==> src/rtl/fwd_hazard_unit_pkg.sv <==
// Shared encodings for the forwarding / hazard unit: operand-select codes and FSM states.
package fwd_hazard_unit_pkg;

  typedef enum logic [1:0] {
    SEL_NONE  = 2'd0,
    SEL_EXMEM = 2'd1,
    SEL_MEMWB = 2'd2,
    SEL_WBCAP = 2'd3
  } fwd_sel_e;

  typedef enum logic [1:0] {
    HZ_RUN      = 2'd0,
    HZ_LD_STALL = 2'd1,
    HZ_MEM_WAIT = 2'd2
  } hz_state_e;

endpackage

==> src/rtl/fwd_src_sel.sv <==
// Per-source forward select: decides the producer in ID, registers it for EX, muxes the operand.
// FWD_WB_BYPASS_EN adds a WB-stage capture path for register files without write-through.
module fwd_src_sel
  import fwd_hazard_unit_pkg::*;
#(
  parameter int XLEN = 32,
  parameter int RA_W = 5
) (
  input  logic            clk,
  input  logic            rst_n,
  input  logic [RA_W-1:0] rs,
  input  logic            rs_used,
  input  logic [RA_W-1:0] ex_rd,
  input  logic            ex_reg_write,
  input  logic [RA_W-1:0] mem_rd,
  input  logic            mem_reg_write,
`ifdef FWD_WB_BYPASS_EN
  input  logic [RA_W-1:0] wb_rd,
  input  logic            wb_reg_write,
`endif
  input  logic            freeze,
  input  logic            bubble,
  input  logic [XLEN-1:0] rf_data,
  input  logic [XLEN-1:0] exmem_alu,
  input  logic [XLEN-1:0] memwb_wb,
  output logic            ex_hit,
  output logic [XLEN-1:0] op
);

  fwd_sel_e sel_d, sel_q;
  logic     mem_hit;

  assign ex_hit  = rs_used && (rs == ex_rd)  && (ex_rd  != '0) && ex_reg_write;
  assign mem_hit = rs_used && (rs == mem_rd) && (mem_rd != '0) && mem_reg_write;

`ifdef FWD_WB_BYPASS_EN
  logic            wb_hit;
  logic [XLEN-1:0] wb_cap_q;

  assign wb_hit = rs_used && (rs == wb_rd) && (wb_rd != '0) && wb_reg_write;
`endif

  // Younger producer wins: EX over MEM over WB.
  always_comb begin
    sel_d = SEL_NONE;
    if (ex_hit)       sel_d = SEL_EXMEM;
    else if (mem_hit) sel_d = SEL_MEMWB;
`ifdef FWD_WB_BYPASS_EN
    else if (wb_hit)  sel_d = SEL_WBCAP;
`endif
  end

  always_ff @(posedge clk or negedge rst_n) begin
    if (!rst_n)       sel_q <= SEL_NONE;
    else if (!freeze) sel_q <= bubble ? SEL_NONE : sel_d;
  end

`ifdef FWD_WB_BYPASS_EN
  // The WB value retires this cycle, so it must be captured now for use in EX.
  always_ff @(posedge clk or negedge rst_n) begin
    if (!rst_n)                                          wb_cap_q <= '0;
    else if (!freeze && !bubble && sel_d == SEL_WBCAP)   wb_cap_q <= memwb_wb;
  end
`endif

  always_comb begin
    op = rf_data;
    case (sel_q)
      SEL_EXMEM: op = exmem_alu;
      SEL_MEMWB: op = memwb_wb;
`ifdef FWD_WB_BYPASS_EN
      SEL_WBCAP: op = wb_cap_q;
`endif
      default:   op = rf_data;
    endcase
  end

endmodule

==> src/rtl/fwd_hazard_unit.sv <==
// Pipeline forwarding and hazard control: load-use stall, flush bubble, memory freeze, stall counter.
// Optional WB capture bypass enabled by defining FWD_WB_BYPASS_EN.
module fwd_hazard_unit
  import fwd_hazard_unit_pkg::*;
#(
  parameter int XLEN    = 32,
  parameter int NUM_SRC = 2,
  parameter int RA_W    = 5
) (
  input  logic                    clk,
  input  logic                    rst_n,
  input  logic [NUM_SRC*RA_W-1:0] id_rs,
  input  logic [NUM_SRC-1:0]      id_rs_used,
  input  logic [RA_W-1:0]         ex_rd,
  input  logic [RA_W-1:0]         mem_rd,
  input  logic [RA_W-1:0]         wb_rd,
  input  logic                    ex_reg_write,
  input  logic                    mem_reg_write,
  input  logic                    wb_reg_write,
  input  logic                    ex_mem_read,
  input  logic                    mem_busy,
  input  logic                    flush,
  input  logic [NUM_SRC*XLEN-1:0] ex_rf_data,
  input  logic [XLEN-1:0]         exmem_alu,
  input  logic [XLEN-1:0]         memwb_wb,
  output logic                    stall_fd,
  output logic                    bubble_ex,
  output logic                    freeze,
  output logic [NUM_SRC*XLEN-1:0] ex_op,
  output logic [1:0]              hz_state,
  output logic [15:0]             stall_cnt
);

  hz_state_e          state_q, state_d;
  logic [NUM_SRC-1:0] ex_hit;
  logic               load_use;

`ifndef FWD_WB_BYPASS_EN
  logic wb_unused;
  assign wb_unused = ^{wb_rd, wb_reg_write};
`endif

  for (genvar k = 0; k < NUM_SRC; k++) begin : g_src
    fwd_src_sel #(
      .XLEN (XLEN),
      .RA_W (RA_W)
    ) u_sel (
      .clk           (clk),
      .rst_n         (rst_n),
      .rs            (id_rs[k*RA_W +: RA_W]),
      .rs_used       (id_rs_used[k]),
      .ex_rd         (ex_rd),
      .ex_reg_write  (ex_reg_write),
      .mem_rd        (mem_rd),
      .mem_reg_write (mem_reg_write),
`ifdef FWD_WB_BYPASS_EN
      .wb_rd         (wb_rd),
      .wb_reg_write  (wb_reg_write),
`endif
      .freeze        (freeze),
      .bubble        (bubble_ex),
      .rf_data       (ex_rf_data[k*XLEN +: XLEN]),
      .exmem_alu     (exmem_alu),
      .memwb_wb      (memwb_wb),
      .ex_hit        (ex_hit[k]),
      .op            (ex_op[k*XLEN +: XLEN])
    );
  end

  assign load_use  = (|ex_hit) & ex_mem_read;
  assign freeze    = mem_busy;
  assign stall_fd  = mem_busy | (load_use & ~flush);
  assign bubble_ex = ~mem_busy & (flush | load_use);
  assign hz_state  = state_q;

  always_ff @(posedge clk or negedge rst_n) begin
    if (!rst_n) state_q <= HZ_RUN;
    else        state_q <= state_d;
  end

  always_comb begin
    state_d = state_q;
    case (state_q)
      HZ_RUN: begin
        if (mem_busy)                  state_d = HZ_MEM_WAIT;
        else if (load_use && !flush)   state_d = HZ_LD_STALL;
      end
      HZ_LD_STALL: state_d = mem_busy ? HZ_MEM_WAIT : HZ_RUN;
      HZ_MEM_WAIT: if (!mem_busy) state_d = HZ_RUN;
      default:     state_d = HZ_RUN;
    endcase
  end

  always_ff @(posedge clk or negedge rst_n) begin
    if (!rst_n)                         stall_cnt <= '0;
    else if (stall_fd && stall_cnt != '1) stall_cnt <= stall_cnt + 16'd1;
  end

`ifndef SYNTHESIS
  // One bubble must always resolve a load-use hazard; a second one means the stall logic is broken.
  a_no_double_load_use : assert property (
    @(posedge clk) disable iff (!rst_n) (state_q == HZ_LD_STALL) |-> !load_use
  );
`endif

endmodule

==> config.mk <==
export PLATFORM = sky130hd
export DESIGN_NAME = fwd_hazard_unit
export DESIGN_NICKNAME = d
export VERILOG_FILES = /design/src/rtl/fwd_hazard_unit_pkg.sv /design/src/rtl/fwd_src_sel.sv /design/src/rtl/fwd_hazard_unit.sv
export SDC_FILE = /design/constraint.sdc
export NUM_CORES = 1
export LEC_CHECK = 0
export CAP_MARGIN = 10
export CORE_AREA = 2 2 97 99
export CTS_CLUSTER_DIAMETER = 80
export CTS_CLUSTER_SIZE = 40
export DETAILED_ROUTE_END_ITERATION = 8
export DIE_AREA = 0 0 99 101
export PLACE_DENSITY = 0.77
export SLEW_MARGIN = 40
export SYNTH_ARGS = -nofsm -noshare
export SYNTH_HDL_FRONTEND = slang
export SYNTH_SLANG_ARGS = --single-unit
==> constraint.sdc <==
create_clock -name clk -period 2.2 [get_ports clk]
set_input_delay 0.33 -clock clk [delete_from_list [all_inputs] [get_ports clk]]
set_output_delay 0.33 -clock clk [all_outputs]
set_load 0.005 [all_outputs]
==> results of run 1 <==
[logic make-up after synthesis]
logic type	Yosys count
buffers and inverters	35
multiplexers	2
AND/OR/NAND/NOR	112
adder cells (fa/ha/maj)	5
AO/OA/AOI/OAI	141
XOR/XNOR	34
flip-flops	22
[registers in the layout (all words and copies together), names as in the netlist]
name / flops
stall_cnt: 16
g_src.u_sel.sel_q: 4
hz_state: 2
[worst paths after layout]
kind	endpoint	slack (ps)	cells past startpoint
worst max-delay path	stall_fd	40	7
worst min-delay path	stall_cnt[1]$_DFFE_PN0P_	400	2
worst max register to register	stall_cnt[1]$_DFFE_PN0P_	320	6
worst min register to register	stall_cnt[8]$_DFFE_PN0P_	500	1
max in group asynchronous	g_src[0].u_sel.sel_q[1]$_DFFE_PN0N_	1560	2
min in group clk	stall_cnt[8]$_DFFE_PN0P_	500	1
[power by group]
part	internal [W]	total (W)	switching (W)
clock	0.000243	0.000378	0.000135
combinational	0.000538	0.000799	0.000261
sequential	0.000460	0.000543	0.0000825
[metal layers]
metal | wire length, um | GRT usage
met1 | 4900 | 0.271
met2 | 6610 | 0.418
met3 | 1010 | 0.0409
met4 | 291 | 0.0685
met5 | 0 | 0
[synth_stat cells, drive strengths merged, types with 3 or more instances]
library cell	n	area share
nand4	8	0.020
nor2	5	0.0076
a21oi	3	0.0061
clkbuf	27	0.041
xnor2	17	0.060
nor3	3	0.0061
inv	6	0.0091
dfrtp	22	0.22
and2	3	0.0076
nor4	5	0.013
xor2	17	0.060
and3	4	0.011
ha	5	0.025
a22oi	64	0.19
nand2	72	0.11
nand3	8	0.016
o21ai	67	0.14
[per-stage QoR]
| stage | util | total power (W) | area [um^2] | hold slack [ps] |
|---|---|---|---|---|
| 6_report | 0.627 | 0.00172 | 5630 | 401 |
| 3_3_place_gp | 0.581 | 0.00135 | 5210 | 481 |
| 3_5_place_dp | 0.581 | 0.00136 | 5210 | 483 |
| 4_1_cts | 0.605 | 0.00172 | 5430 | 405 |
| 5_1_grt | 0.627 | 0.00181 | 5630 | 433 |
| 2_1_floorplan | - | 0.000736 | 2480 | 34.4 |
[layout make-up]
cell class                      instances  share of cell area
Clock buffer                            3             0.00733
Clock inverter                          1             0.00533
Inverter                                6             0.00400
Multi-Input combinational cell        294               0.333
Sequential cell                        22              0.0980
Tap cell                              111              0.0247
Timing Repair Buffer                  290               0.528
[what timing repair did]
action	in CTS	in global routing
setup buffers	11	4
pin swaps	8	12
endpoints found under the setup margin	71	29
resized for setup	85	69
gates cloned	3	2
==> key figures, run 1 <==
Drt
  • Via Count: 3873
  • Avg Vias per Cell: 5.33
  • Routed WL per cell: 17.6 um
  • 1st-iter DRT viols: 187
  • Remaining antenna violation count: 0
  • DRC viols: 0
  • Total wire length: 12800 um
  • 1st-pass router iterations: 5

Pwr
  • PwrDens: 305 nW/um^2
  • Leak pwr: 2.52 nW
  • Worst vdd ir: 0.688 mV

GRT
  • Total GRT Usage: 0.228
  • Antenna violations before repair: 0
  • Largest net degree at the start of global routing: 35
  • GR Overflow Total: 0
  • Vias in the first global route: 3866
  • First-pass GRT wire length: 18700 um

Synthesis
  • Synth Flop Type: dfrtp_1
  • Mux contribution to synthesized area: 0.00908
  • Warnings, synthesis: 0
  • Part of the Yosys area used for sequential elements: 0.222
  • Number of synthesized flops with an enable pin: 0
  • Mapped Nets: 519
  • Adder-cell share of the synthesized area: 0.0252
  • Synth Register Bits: 22
  • Post-Synth Simple-Gate Area: 0.201
  • Compound-gate portion of the synthesized area: 0.364
  • Mapped Avg Cell Area: 7.07 um^2
  • Yosys cell types: 30
  • Ys async rst share: 1.00
  • Syn Std Cell Area: 2480 um^2
  • Synth Area in XOR/XNOR: 0.120
  • Syn Inst Count: 351
  • Main combinational cell family by area after synthesis: compound AO/OA/AOI/OAI gates

Final layout
  • Multi-input logic area: 1880 um^2
  • Ratio of cells with drive above 1 in the final layout: 0.138
  • Nets: 785
  • Area grow syn2layout: 127%
  • Antenna Cells: 0
  • Most common cell after layout, fill and taps aside: clkdlybuf4s50_1
  • Fillcell total: 784
  • Storage cell area: 552 um^2
  • Most frequent cells in the layout: 162 x clkdlybuf4s50_1, 72 x nand2_1, 61 x a22oi_1
  • Final non-filler cell total: 727

STA
  • Period utilization: 0.982
  • Fin. Hold Viols: 0
  • Relative slew slack: 0.786
  • Slew Limit Fails: 0
  • Fmax: 463 MHz
  • Slew @ Worst Pin: 320 ps
  • Fin crit period: 2160 ps
  • Setup Viol. Count Final: 0
  • Fin Setup TNS: 0 ps
  • Final Skew: 5.39 ps
  • Final WS setup: 38.9 ps

Worst setup path
  • Worst setup EP type: primary output
  • Setup CP Type: input pin to primary output
  • Worst-path maximum fanout: 2
  • Critical Path Source Type: input pin
  • RR Startpoint: stall_cnt[6]$_DFFE_PN0P_
  • Delay-heaviest family, CP: buffers and inverters
  • Worst Path Buf+Inv: 3
  • WP data arrival: 1830 ps
  • Critical path required time: 1870 ps
  • Critical Path Max Stage Delay: 500 ps
  • Worst Setup SP: ex_rd[2]
  • Crit-path slowest cell: or4_4
  • Critical-path cell list: dlygate4sd2_1 > or4_4 > o21ai_4 > buf_4 > nor2_1 > a21o_2 > clkdlybuf4s15_2

Die
  • Die width: 99 um
  • Placeable Area: 8980 um^2
  • Top Ports: 248
  • Initial Util: 0.276
  • Die ar.: 10000 um^2
  • Die H: 101 um
  • Rows: 35

Clock network
  • CTS tree: built
  • Hold buffers post-CTS: 0
  • CTS Buf Count: 3
  • # H-tree levels: 1
  • Worst-path clk slew: 80 ps
  • Clock sinks: 22
  • Worst-Skew Late Latency: 270 ps
  • Root Driver: clkbuf_8
  • Clk buf depth: 2

Place
  • HPWL after DPL: 9350 um
  • Post-Place Worst Slack: -539 ps
  • Final Wtd Congestion: 0.870
  • Port Buffer Count: 241
  • Dpl cells: 704

Status
  • Status: completed

Job
  • Max-capacitance violation count: 0

Min path
  • Worst Hold Class: input pin to asynchronous set/reset pin
No activity file was read; power rests on OpenSTA's default activity.
==> run 2, diff against run 1 <==
- TNS_END_PERCENT: unset -> 30
==> run 2 against run 1 <==
Register-to-register slack hardly changed. Critical path type is now flip-flop to primary output. Non-clock buffer count is 4 lower. Routed wire length is 2.1% lower. The run now ends with setup timing left. Utilization is 0.50 points lower. Maximum frequency is 6.8% lower. Flip-flop and latch count stayed put.
==> key figures, run 2 (same netlist as run 1, synthesis figures left out) <==
Final layout
  • Final non-filler cell total: 723 (-0.55%)
  • Nets: 781 (-0.51%)
  • Ratio of cells with drive above 1 in the final layout: 0.136 (-0.00237)
  • Post-Route Utilization: 0.622 (-0.00502)
  • Fillcell total: 792 (+1.0%)
  • Area grow syn2layout: 125%
  • Antenna Cells: 0 (unchanged)
  • Most frequent cells in the layout: 166 x clkdlybuf4s50_1, 71 x nand2_1, 59 x a22oi_1
  • Top reg by flops: stall_cnt
  • Most common cell after layout, fill and taps aside: clkdlybuf4s50_1
  • Number of flip-flops under the largest register name: 16 (unchanged)

Clock network
  • # H-tree levels: 1 (unchanged)
  • Clock sinks: 22 (unchanged)
  • CTS Buf Count: 3 (unchanged)
  • Worst-path clk slew: 90 ps (about the same)
  • Clk buf depth: 2 (unchanged)
  • Worst-Skew Late Latency: 270 ps (about the same)
  • CTS tree: built
  • Root Driver: clkbuf_8

STA
  • Relative slew slack: 0.796 (+0.0104)
  • Period utilization: 1.05 (+0.0721)
  • Setup Viol. Count Final: 2 (+2)
  • Fin crit period: 2320 ps (+159 ps)
  • Fin. Hold Viols: 0 (unchanged)
  • RSZ-0062 raised after global routing: true
  • Slew @ Worst Pin: 304 ps (-16.9 ps)
  • Final Skew: 7.87 ps (+2.48 ps)
  • Slew Limit Fails: 0 (unchanged)
  • Fmax: 431 MHz (-6.8%)
  • Final WS setup: -120 ps (-159 ps)
  • Hold_ws: 400 ps (-1.90 ps)

Drt
  • Routed WL per cell: 17.4 um (-1.6%)
  • 1st-pass router iterations: 4 (-1)
  • Total wire length: 12500 um (-2.1%)
  • 1st-iter DRT viols: 118 (-37%)
  • Remaining antenna violation count: 0 (unchanged)
  • DRC viols: 0 (unchanged)
  • Avg Vias per Cell: 5.24 (-1.6%)
  • Via Count: 3791 (-2.1%)

GRT
  • GR Overflow Total: 0 (unchanged)
  • First-pass GRT wire length: 18100 um (-3.4%)
  • Met1 GRT Util: 0.265 (-0.00592)
  • Antenna violations before repair: 0 (unchanged)
  • Most Crowded Layer GR: met2
  • Grt met2 use: 0.402 (-0.0166)
  • Met3 Resource Use GR: 0.0347 (-0.00624)
  • Vias in the first global route: 3756 (-2.8%)
  • Total GRT Usage: 0.219 (-0.00916)
  • Largest net degree at the start of global routing: 36 (+2.9%)

Min path
  • Worst Hold Class: input pin to asynchronous set/reset pin

Worst setup path
  • Worst r2r dst: stall_cnt[1]$_DFFE_PN0P_
  • WP data arrival: 1990 ps (+160 ps)
  • R2R setup slack: 320 ps (about the same)
  • Critical path required time: 1870 ps (about the same)
  • Worst-path maximum fanout: 17 (+15)
  • Cell depth of the worst flop-to-flop path: 6 (unchanged)
  • Critical Path Source Type: flip-flop
  • Worst setup EP type: primary output
  • RR Startpoint: stall_cnt[6]$_DFFE_PN0P_
  • Setup CP Type: flip-flop to primary output

Place
  • Dpl cells: 704 (unchanged)
  • Port Buffer Count: 241 (unchanged)
  • Final Wtd Congestion: 0.870 (unchanged)
  • HPWL after DPL: 9350 um (unchanged)

Die
  • Initial Util: 0.276 (unchanged)
  • Rows: 35 (unchanged)
  • Die H: 101 um (unchanged)
  • Placeable Area: 8980 um^2 (unchanged)
  • Die width: 99 um (unchanged)
  • Die ar.: 10000 um^2 (unchanged)
  • Top Ports: 248 (unchanged)

Status
  • Status: complete, but fails checks
  • Failing checks: setup timing

Pwr
  • PwrDens: 310 nW/um^2 (+1.4%)
  • Leak pwr: 2.54 nW (+0.77%)
  • Pwr Total: 0.00173 W (+0.57%)
  • Worst vdd ir: 0.694 mV (+0.91%)

Job
  • Max-capacitance violation count: 0 (unchanged)
run 2: worst max path at each step:
stage,from,endpoint,slack (ps),cells past startpoint
global route,g_src[1].u_sel.sel_q[1]$_DFFE_PN0N_,ex_op[38],-210,6
global placement,ex_rd[0],bubble_ex,-520,8
detailed placement,ex_rd[4],bubble_ex,-540,8
CTS,g_src[0].u_sel.sel_q[0]$_DFFE_PN0N_,ex_op[6],-120,6
finish,g_src[1].u_sel.sel_q[1]$_DFFE_PN0N_,ex_op[38],-120,6
floorplan,ex_rd[1],stall_cnt[12]$_DFFE_PN0P_,370,6
run 2: metal layers:
| metal | part of all wire | vias to the layer above |
|---|---|---|
| li1 | - | 1813 |
| met1 | 0.39 | 1772 |
| met2 | 0.51 | 182 |
| met3 | 0.078 | 24 |
| met4 | 0.023 | 0 |
| met5 | 0 | - |
run 2: where the power goes:
group | total (W) | switching (W) | internal [W]
registers | 0.000543 | 0.0000826 | 0.000460
clock network | 0.000384 | 0.000141 | 0.000243
logic | 0.000803 | 0.000262 | 0.000542
total | 0.00173 | 0.000485 | 0.00125
run 2: cell type report:
| class | count | area, um^2 | share of cell area |
|---|---|---|---|
| Inverter | 6 | 22.5 | 0.00403 |
| Tap cell | 111 | 139 | 0.0249 |
| Clock inverter | 1 | 30.0 | 0.00537 |
| Multi-Input combinational cell | 294 | 1880 | 0.336 |
| Clock buffer | 3 | 41.3 | 0.00739 |
| Sequential cell | 22 | 552 | 0.0987 |
| Timing Repair Buffer | 286 | 2920 | 0.523 |
run 2: critical path, stage by stage (launching register included):
cell,delay [ps]
dfrtp_1,430
inv_1,80
ha_2,210
buf_12,160
a22oi_1,80
o21ai_0,200
clkdlybuf4s50_1,550
run 2: through the flow:
step	setup WS (ps)	cell area (um^2)	setup TNS [ps]
final	-120	5590	-139
after global routing	-213	5590	-491
after CTS	-124	5340	-2630
after detailed placement	-539	5210	-5240
after global placement	-518	5210	-4200
after floorplan	367	2480	0
run 2: repair_timing:
action	in CTS	in global routing
hold buffers	0	0
pin swaps	8	13
resized for setup	69	83
cloned	0	2
setup endpoints to repair	71	41
buffers inserted	6	7
